`config.mk`:
```
export PLATFORM = sky130hd
export DESIGN_NAME = wb_port_arbiter
export DESIGN_NICKNAME = d
export VERILOG_FILES = /design/src/rtl/wb_port_arbiter.sv
export SDC_FILE = /design/constraint.sdc
export NUM_CORES = 1
export LEC_CHECK = 0
export CORE_MARGIN = 2
export CORE_UTILIZATION = 32
export CTS_CLUSTER_SIZE = 20
export DETAILED_ROUTE_END_ITERATION = 12
export PLACE_DENSITY = 0.56
export SLEW_MARGIN = 10
export SYNTH_ARGS = -nofsm -noshare
export SYNTH_HDL_FRONTEND = slang
export SYNTH_SLANG_ARGS = --single-unit
```
`constraint.sdc`:
```
create_clock -name clock -period 4.45 [get_ports clock]
set_clock_uncertainty 0.2 [all_clocks]
set_input_delay 0.445 -clock clock [delete_from_list [all_inputs] [get_ports clock]]
set_output_delay 0.445 -clock clock [all_outputs]
set_load 0.03 [all_outputs]
```
`src/rtl/wb_port_arbiter.sv`:
```
// rtl/wb_port_arbiter.sv - register file write-port arbiter for pipeline and multdiv results
//
// The pipeline writeback always owns the write port. Multdiv results queue in a
// small FIFO and drain into cycles where the pipeline does not write. A pending
// scoreboard tracks the destinations of issued multdiv operations so that decode
// can stall on RAW hazards.
//
// Ports:
//   clock, ctrl_reset                     clock, asynchronous active-high reset
//   pipe_valid, pipe_rd, pipe_data        pipeline writeback result
//   md_issue, md_issue_rd                 multdiv launch (sets pending bit)
//   md_valid, md_rd, md_data, md_ready    multdiv result handshake into the FIFO
//   query_a/b, busy_a/b                   decode hazard queries
//   err_overflow                          sticky: result arrived while FIFO full
//   ctrl_writeEnable, ctrl_writeReg,
//   data_writeReg                         registered register file write port
module wb_port_arbiter #(
  parameter int DEPTH = 2
) (
  input  logic        clock,
  input  logic        ctrl_reset,
  input  logic        pipe_valid,
  input  logic [4:0]  pipe_rd,
  input  logic [31:0] pipe_data,
  input  logic        md_issue,
  input  logic [4:0]  md_issue_rd,
  input  logic        md_valid,
  input  logic [4:0]  md_rd,
  input  logic [31:0] md_data,
  output logic        md_ready,
  input  logic [4:0]  query_a,
  input  logic [4:0]  query_b,
  output logic        busy_a,
  output logic        busy_b,
  output logic        err_overflow,
  output logic        ctrl_writeEnable,
  output logic [4:0]  ctrl_writeReg,
  output logic [31:0] data_writeReg
);

  localparam int AW = $clog2(DEPTH);
  localparam int CW = $clog2(DEPTH + 1);
  localparam logic [CW-1:0] FULL_CNT = CW'(DEPTH);

  logic [4:0]    fifo_rd_q   [DEPTH];
  logic [31:0]   fifo_data_q [DEPTH];
  logic [AW-1:0] wr_ptr_q, wr_ptr_d;
  logic [AW-1:0] rd_ptr_q, rd_ptr_d;
  logic [CW-1:0] count_q, count_d;

  logic          we_q, we_d;
  logic [4:0]    wreg_q, wreg_d;
  logic [31:0]   wdata_q, wdata_d;
  logic [31:0]   pending_q, pending_d;
  logic          err_q, err_d;

  logic          fifo_full, fifo_empty;
  logic          pipe_take, fifo_pop, fifo_push;
  logic [4:0]    head_rd;
  logic [31:0]   head_data;

  always_comb begin
    fifo_full  = (count_q == FULL_CNT);
    fifo_empty = (count_q == '0);
    head_rd    = fifo_rd_q[rd_ptr_q];
    head_data  = fifo_data_q[rd_ptr_q];

    // A pipeline write to r0 is treated as an idle slot the FIFO may use.
    pipe_take = pipe_valid && (pipe_rd != 5'd0);
    fifo_pop  = !pipe_take && !fifo_empty;
    // Readiness comes from start-of-cycle occupancy; a same-cycle pop does
    // not make room for a push.
    fifo_push = md_valid && !fifo_full && (md_rd != 5'd0);

    wr_ptr_d = fifo_push ? wr_ptr_q + AW'(1) : wr_ptr_q;
    rd_ptr_d = fifo_pop  ? rd_ptr_q + AW'(1) : rd_ptr_q;

    count_d = count_q;
    if (fifo_push && !fifo_pop) begin
      count_d = count_q + CW'(1);
    end else if (!fifo_push && fifo_pop) begin
      count_d = count_q - CW'(1);
    end

    // Address and data hold their last values when no write is issued.
    we_d    = 1'b0;
    wreg_d  = wreg_q;
    wdata_d = wdata_q;
    if (pipe_take) begin
      we_d    = 1'b1;
      wreg_d  = pipe_rd;
      wdata_d = pipe_data;
    end else if (fifo_pop) begin
      we_d    = 1'b1;
      wreg_d  = head_rd;
      wdata_d = head_data;
    end

    // Clear first so that a same-cycle issue to the same register wins.
    pending_d = pending_q;
    if (fifo_pop) begin
      pending_d[head_rd] = 1'b0;
    end
    if (md_issue && (md_issue_rd != 5'd0)) begin
      pending_d[md_issue_rd] = 1'b1;
    end

    err_d = err_q | (md_valid & fifo_full);
  end

  always_ff @(posedge clock or posedge ctrl_reset) begin
    if (ctrl_reset) begin
      wr_ptr_q  <= '0;
      rd_ptr_q  <= '0;
      count_q   <= '0;
      we_q      <= 1'b0;
      wreg_q    <= '0;
      wdata_q   <= '0;
      pending_q <= '0;
      err_q     <= 1'b0;
    end else begin
      wr_ptr_q  <= wr_ptr_d;
      rd_ptr_q  <= rd_ptr_d;
      count_q   <= count_d;
      we_q      <= we_d;
      wreg_q    <= wreg_d;
      wdata_q   <= wdata_d;
      pending_q <= pending_d;
      err_q     <= err_d;
    end
  end

  // Storage needs no reset: occupancy and pointers define what is valid.
  always_ff @(posedge clock) begin
    if (fifo_push) begin
      fifo_rd_q[wr_ptr_q]   <= md_rd;
      fifo_data_q[wr_ptr_q] <= md_data;
    end
  end

  assign md_ready         = !fifo_full;
  assign busy_a           = (query_a != 5'd0) && pending_q[query_a];
  assign busy_b           = (query_b != 5'd0) && pending_q[query_b];
  assign err_overflow     = err_q;
  assign ctrl_writeEnable = we_q;
  assign ctrl_writeReg    = wreg_q;
  assign data_writeReg    = wdata_q;

endmodule

```
==> results.sh, run 1 <==
export IMPL_numCtsBuffers=17
export IMPL_clock_root_buffer="clkbuf_16"
export IMPL_layout_nets=755
export IMPL_routedWlPerCell_um=18.5
export IMPL_drc=0
export IMPL_globalplace_congestion=0.928
export IMPL_antennaDiodeCount=0
export IMPL_place_inst=911
export IMPL_syn_inst=533
export IMPL_ys_seq_area_frac=0.620
export IMPL_synthArstFlopShare=0.500
export IMPL_relSlewSlack=0.261
export IMPL_p_sw_mw=2.05
export IMPL_grt_usage=0.167
export IMPL_finalNonFillerCells=943
export IMPL_layout_drive_gt1_share=0.0906
export IMPL_crit_top_cell="clkdlybuf4s50_1"
export IMPL_path_clk_slew_ns=0.06
export IMPL_min_period_ns=3.71
export IMPL_cts_setup_buffers=0
export IMPL_post_dp_cell_area_mm2=0.00816
export IMPL_avgSynthCellArea_um2=12.3
export IMPL_die_area_mm2=0.0217
export IMPL_cp_arrival_ns=3.07
export IMPL_mostFrequentLayoutCell="clkdlybuf4s50_1"
export IMPL_num_vias=4866
export IMPL_cellLeakagePower_nw=3.29
export IMPL_drt_wl_total_um=17500
export IMPL_grt_max_degree=71
export IMPL_cp_slowest_cell="clkdlybuf4s50_1"
export IMPL_critPathRequiredTime_ns=3.81
export IMPL_utilization=0.434
export IMPL_clock_sinks=148
export IMPL_combPwrFrac=0.351
export IMPL_synth_edff_count=74
export IMPL_rows=52
export IMPL_cts_hold_buffers=0
export IMPL_drt_pass1_iterations=7
export IMPL_crit_chain="clkdlybuf4s50_1, mux4_2, mux2i_1, nor3b_1, or4_1, clkdlybuf4s50_1"
export IMPL_yosys_area_share_adder=0.00190
export IMPL_io_pins=136
export IMPL_cts_resized=0
export IMPL_synth_ff_type="edfxtp_1"
export IMPL_fin_setup_tns_ns=0
export IMPL_power_share_clock=0.255
export IMPL_synth_top_family_by_area="compound AO/OA/AOI/OAI gates"
export IMPL_portBuffers=135
export IMPL_htree_levels=4
export IMPL_die_y_um=147
export IMPL_end_kind="primary output"
export IMPL_setup_viol=0
export IMPL_synth_area_mm2=0.00657
export IMPL_ir_worst_vdd_uv=262
export IMPL_grt_pass1_wl_um=27900
export IMPL_antenna_found_initial=0
export IMPL_synth_cell_type_count=43
export IMPL_yosys_area_share_xor_xnor=0.00667
export IMPL_rsz0062_at_grt="false"
export IMPL_viasPerCell=5.16
export IMPL_synth_compound_area_share=0.139
export IMPL_fin_crit_sh=0.835
export IMPL_initial_utilization=0.326
export IMPL_p_sw_frac=0.361
export IMPL_clockBufferDepth=2
export IMPL_cp_max_fo=9
export IMPL_ant_nets=0
export IMPL_stdcell_area_mm2=0.00876
export IMPL_status="completed"
export IMPL_syn2layout_area_growth_pct=33.3
export IMPL_start_kind="input port"
export IMPL_die_x_um=147
export IMPL_synth_seq_cells=148
export IMPL_syn_nets=628
export IMPL_ys_warn_count=0
export IMPL_internal_power_mw=3.61
export IMPL_fmax_ghz=0.269
export IMPL_synth_simple_gate_area_frac=0.0870
export IMPL_hold_viol_final=0
export IMPL_powerDensity_mw_per_mm2=646
export IMPL_muxShareOfSynthArea=0.117
export IMPL_overflow=0
export IMPL_r2r_slack_ns=2.05
export IMPL_layout_common_cells="clkdlybuf4s50_1, edfxtp_1, dfrtp_1"
export IMPL_pwr_share_seq=0.395
export IMPL_drtIter0Drc=342
export IMPL_min_path_type="reg -> reg"
export IMPL_cts_tree="built"
export IMPL_drv_slew=0
export IMPL_slowest_delay_ns=0.74
export IMPL_hpwlAfterDp_um=12200
export IMPL_coreArea_mm2=0.0202
export IMPL_worstSkewPairLatency_ns=0.41
export IMPL_max_cap_viol_count=0
export IMPL_worst_slew_pin_transition_ns=1.10
export IMPL_grt_pass1_vias=5105
export IMPL_path_class="in -> out"
export IMPL_holdWs_ns=0.281
==> registers in the layout, indices dropped and copies added (netlist names) <==
name,flops
fifo_data_q,64
data_writeReg,32
pending_q,31
fifo_rd_q,10
ctrl_writeReg,5
count_q,2
ctrl_writeEnable,1
err_overflow,1
rd_ptr_q,1
wr_ptr_q,1
==> cells in the mapped netlist, types with 3 or more instances <==
cell type  instances  area [um2]
dfrtp_1           74        1850
edfxtp_1          74        2220
o21ai_0           70         350
mux2i_1           45         450
nand2_1           44         165
nor2_1            43         161
a21oi_1           37         185
o41ai_1           23         201
clkbuf_1          20        75.1
mux4_2            12         270
nand3_1            9        45.0
o31ai_1            8        60.1
inv_1              7        26.3
buf_2              6        30.0
nand2b_1           6        37.5
nand3b_1           5        37.5
buf_6              4        45.0
mux2_2             4        45.0
buf_1              3        11.3
nor2b_1            3        18.8
or4_1              3        22.5
xnor2_1            3        26.3
==> cell families (layout without fill, tap and decap cells) <==
kind of cell | count (synthesis) | count (layout)
adder cells (fa/ha/maj) | 1 | 1
buffers and inverters | 40 | 180
AO/OA/AOI/OAI | 153 | 153
multiplexers | 61 | 61
AND/OR/NAND/NOR | 125 | 125
flip-flops | 148 | 148
XOR/XNOR | 5 | 5
==> power by group through the flow <==
stage | clock [mW] | sequential, mW | combinational (mW)
after floorplan | 0 | 2.33 | 1.12
after global placement | 0 | 2.24 | 1.96
after detailed placement | 0 | 2.25 | 2.00
after CTS | 1.47 | 2.23 | 2.01
after global routing | 1.53 | 2.28 | 2.18
final | 1.44 | 2.23 | 1.98
==> metal layers <==
layer	track usage	vias to the layer above	share of wire
met4	0.0644	0	0.022
li1	-	2271	-
met2	0.264	202	0.47
met3	0.0689	29	0.090
met1	0.205	2364	0.42
met5	0	-	0
==> worst max-delay path, delay by kind of cell <==
| family | cells | cell delay (ns) |
|---|---|---|
| AND/OR/NAND/NOR | 2 | 0.57 |
| multiplexers | 2 | 0.71 |
| buffers and inverters | 2 | 1.34 |
==> path summary, 6_finish.rpt <==
| path | startpoint | endpoint | depth (start not counted) |
|---|---|---|---|
| max | query_b[2] | busy_b | 6 |
| max in group asynchronous | ctrl_reset | data_writeReg[1] | 3 |
| min reg2reg | err_overflow | err_overflow | 1 |
| min in group asynchronous | ctrl_reset | pending_q[21] | 2 |
| max reg2reg | count_q[0] | fifo_data_q[1][0] | 4 |
| min | err_overflow | err_overflow | 1 |
==> layout make-up <==
class	count	area (um2)
multi-input cells	345	2330
fillers	1885	11400
clock inverters	12	158
repair buffers	141	1400
inverters	7	27.5
clock buffers	20	437
flip-flops and latches	148	4080
well taps	270	338
==> per-stage QoR <==
step           power (mW)  worst slack, ns
4_1_cts              5.71            0.702
3_5_place_dp         4.25            0.707
6_report             5.66            0.735
5_1_grt              6.00            0.602
3_3_place_gp         4.21            0.783
2_1_floorplan        3.45             1.27
Power figures use the tool's default switching activity.
==> inputs of run 2 (changes only) <==
==> constraint.sdc (replaced) <==
create_clock -name clock -period 3.6 [get_ports clock]
set_clock_uncertainty 0.2 [all_clocks]
set_input_delay 0.36 -clock clock [delete_from_list [all_inputs] [get_ports clock]]
set_output_delay 0.36 -clock clock [all_outputs]
set_load 0.03 [all_outputs]
==> run 2 against run 1 <==
- wire length is 1.0% lower
- clock power is 17% higher
- combinational power is 24% higher
- register-to-register slack worse by 0.86 ns
- core utilization is 0.19 points higher
- count of clock-buffer cells in the layout is 1 higher
- critical endpoint unchanged
==> results.sh, run 2 (synthesis gave the netlist of run 1 again) <==
export IMPL_status="completed"
export IMPL_cellLeakagePower_nw=3.32
export IMPL_internal_power_mw=4.40
export IMPL_coreArea_mm2=0.0202
export IMPL_syn2layout_area_growth_pct=33.9
export IMPL_antenna_found_initial=0
export IMPL_die_area_mm2=0.0217
export IMPL_cp_slowest_cell="clkdlybuf4s50_1"
export IMPL_drt_wl_total_um=17300
export IMPL_clockBufferDepth=2
export IMPL_numCtsBuffers=17
export IMPL_r2r_slack_ns=1.19
export IMPL_pwr_share_seq=0.401
export IMPL_critPathRequiredTime_ns=3.04
export IMPL_drv_slew=0
export IMPL_cts_hold_buffers=0
export IMPL_hold_viol_final=0
export IMPL_cp_arrival_ns=2.91
export IMPL_path_clk_slew_ns=0.06
export IMPL_die_x_um=147
export IMPL_mostFrequentLayoutCell="clkdlybuf4s50_1"
export IMPL_clock_sinks=148
export IMPL_worst_slack_ns=0.134
export IMPL_globalplace_congestion=0.926
export IMPL_overflow=0
export IMPL_min_path_type="in -> async"
export IMPL_grt_pass1_wl_um=27600
export IMPL_layout_drive_gt1_share=0.100
export IMPL_grt_pass1_vias=5134
export IMPL_dp_slack_ns=0.0659
export IMPL_r2r_end="fifo_data_q[1][2]"
export IMPL_htree_levels=4
export IMPL_largest_reg_flops=64
export IMPL_crit_top_cell="clkdlybuf4s50_1"
export IMPL_grt_usage=0.165
export IMPL_num_vias=4875
export IMPL_portBuffers=135
export IMPL_cp_max_fo=6
export IMPL_worstSkewPairLatency_ns=0.42
export IMPL_start_kind="input port"
export IMPL_rows=52
export IMPL_p_sw_mw=2.53
export IMPL_relSlewSlack=0.346
export IMPL_drtIter0Drc=255
export IMPL_worst_slew_pin_transition_ns=0.981
export IMPL_fillCellCount=1894
export IMPL_power_share_clock=0.244
export IMPL_initial_utilization=0.326
export IMPL_ir_worst_vdd_uv=392
export IMPL_fin_setup_tns_ns=0
export IMPL_hpwlAfterDp_um=12300
export IMPL_reg2regPathDepth=4
export IMPL_viasPerCell=5.14
export IMPL_ant_nets=0
export IMPL_fin_crit_sh=0.963
export IMPL_cts_setup_buffers=0
export IMPL_layout_common_cells="clkdlybuf4s50_1, edfxtp_1, dfrtp_1"
export IMPL_p_sw_frac=0.365
export IMPL_combPwrFrac=0.355
export IMPL_drt_pass1_iterations=4
export IMPL_min_period_ns=3.47
export IMPL_slowest_delay_ns=0.66
export IMPL_io_pins=136
export IMPL_grt_max_degree=52
export IMPL_die_y_um=147
export IMPL_powerDensity_mw_per_mm2=788
export IMPL_drc=0
export IMPL_setup_viol=0
export IMPL_r2r_start="count_q[0]"
export IMPL_max_cap_viol_count=0
export IMPL_cts_tree="built"
export IMPL_rsz0062_at_grt="false"
export IMPL_max_flop_register="fifo_data_q"
export IMPL_clock_root_buffer="clkbuf_16"
export IMPL_path_class="in -> out"
export IMPL_routedWlPerCell_um=18.2
export IMPL_antennaDiodeCount=0
export IMPL_layout_nets=761
export IMPL_end_kind="primary output"
export IMPL_fmax_ghz=0.289
export IMPL_crit_chain="clkdlybuf4s50_1, mux4_2, mux2i_1, nor3b_1, or4_1, clkdlybuf4s50_1"
[run 2: cell count changes in the layout (fill, tap and decap cells not counted)]
cell             before  now
clkinvlp_4            0    2
clkbuf_8              0    1
clkbuf_16            17   18
clkinv_2              4    5
clkinv_4              4    2
dlymetal6s2s_1        0    1
clkbuf_1              3    2
clkdlybuf4s50_1     135  134
buf_4                 6   11
bufinv_16             3    1
buf_12                0    1
[run 2: worst max-delay path: cells and delay by family]
kind,cells,cell delay [ns]
buffers and inverters,2,1.26
multiplexers,2,0.70
AND/OR/NAND/NOR,2,0.59
[run 2: what timing repair did]
action / 4_1_cts / 5_1_grt
resized for setup: 0 / 1
hold endpoints to repair: 0 / 0
setup endpoints to repair: 0 / 1
[run 2: layout make-up]
class / instances / area, um2 / share of cell area
Clock buffer: 21 / 472 / 0.0536
Clock inverter: 11 / 100 / 0.0114
Inverter: 7 / 27.5 / 0.00313
Multi-Input combinational cell: 345 / 2330 / 0.264
Sequential cell: 148 / 4080 / 0.463
Tap cell: 270 / 338 / 0.0384
Timing Repair Buffer: 147 / 1460 / 0.166
[run 2: how the worst max path moves through the flow]
stage / end / slack, ns / start
global route: busy_b / 0.01 / query_b[0]
global placement: busy_b / 0.16 / query_b[2]
floorplan: fifo_data_q[0][0] / 0.42 / count_q[0]
finish: busy_b / 0.13 / query_b[0]
CTS: busy_b / 0.06 / query_b[2]
detailed placement: busy_b / 0.07 / query_b[2]
[run 2: power by group through the flow]
stage	Clock (mW)	Combinational, mW	Sequential, mW
2_1_floorplan	0	1.38	2.88
3_3_place_gp	0	2.45	2.79
3_5_place_dp	0	2.48	2.80
4_1_cts	1.74	2.49	2.77
5_1_grt	1.80	2.71	2.83
6_report	1.69	2.46	2.78
[run 2: through the flow]
step           std cells  total power, mW  hold WS, ns  area [um2]  utilization
6_report             949             6.93       0.0602        8790        0.436
5_1_grt              949             7.34       0.0911        8790        0.436
4_1_cts              949             7.00       0.0637        8790        0.436
3_5_place_dp         917             5.28        0.265        8220        0.408
3_3_place_gp         917             5.24        0.259        8220        0.408
2_1_floorplan        533             4.27        0.259        6570            -
[run 2: routing by layer]
layer	track usage	up-vias	wire, um
met3	0.0578	22	1400
met2	0.262	172	8220
met1	0.203	2397	7390
li1	-	2284	-
met4	0.0731	0	295
met5	0	-	0
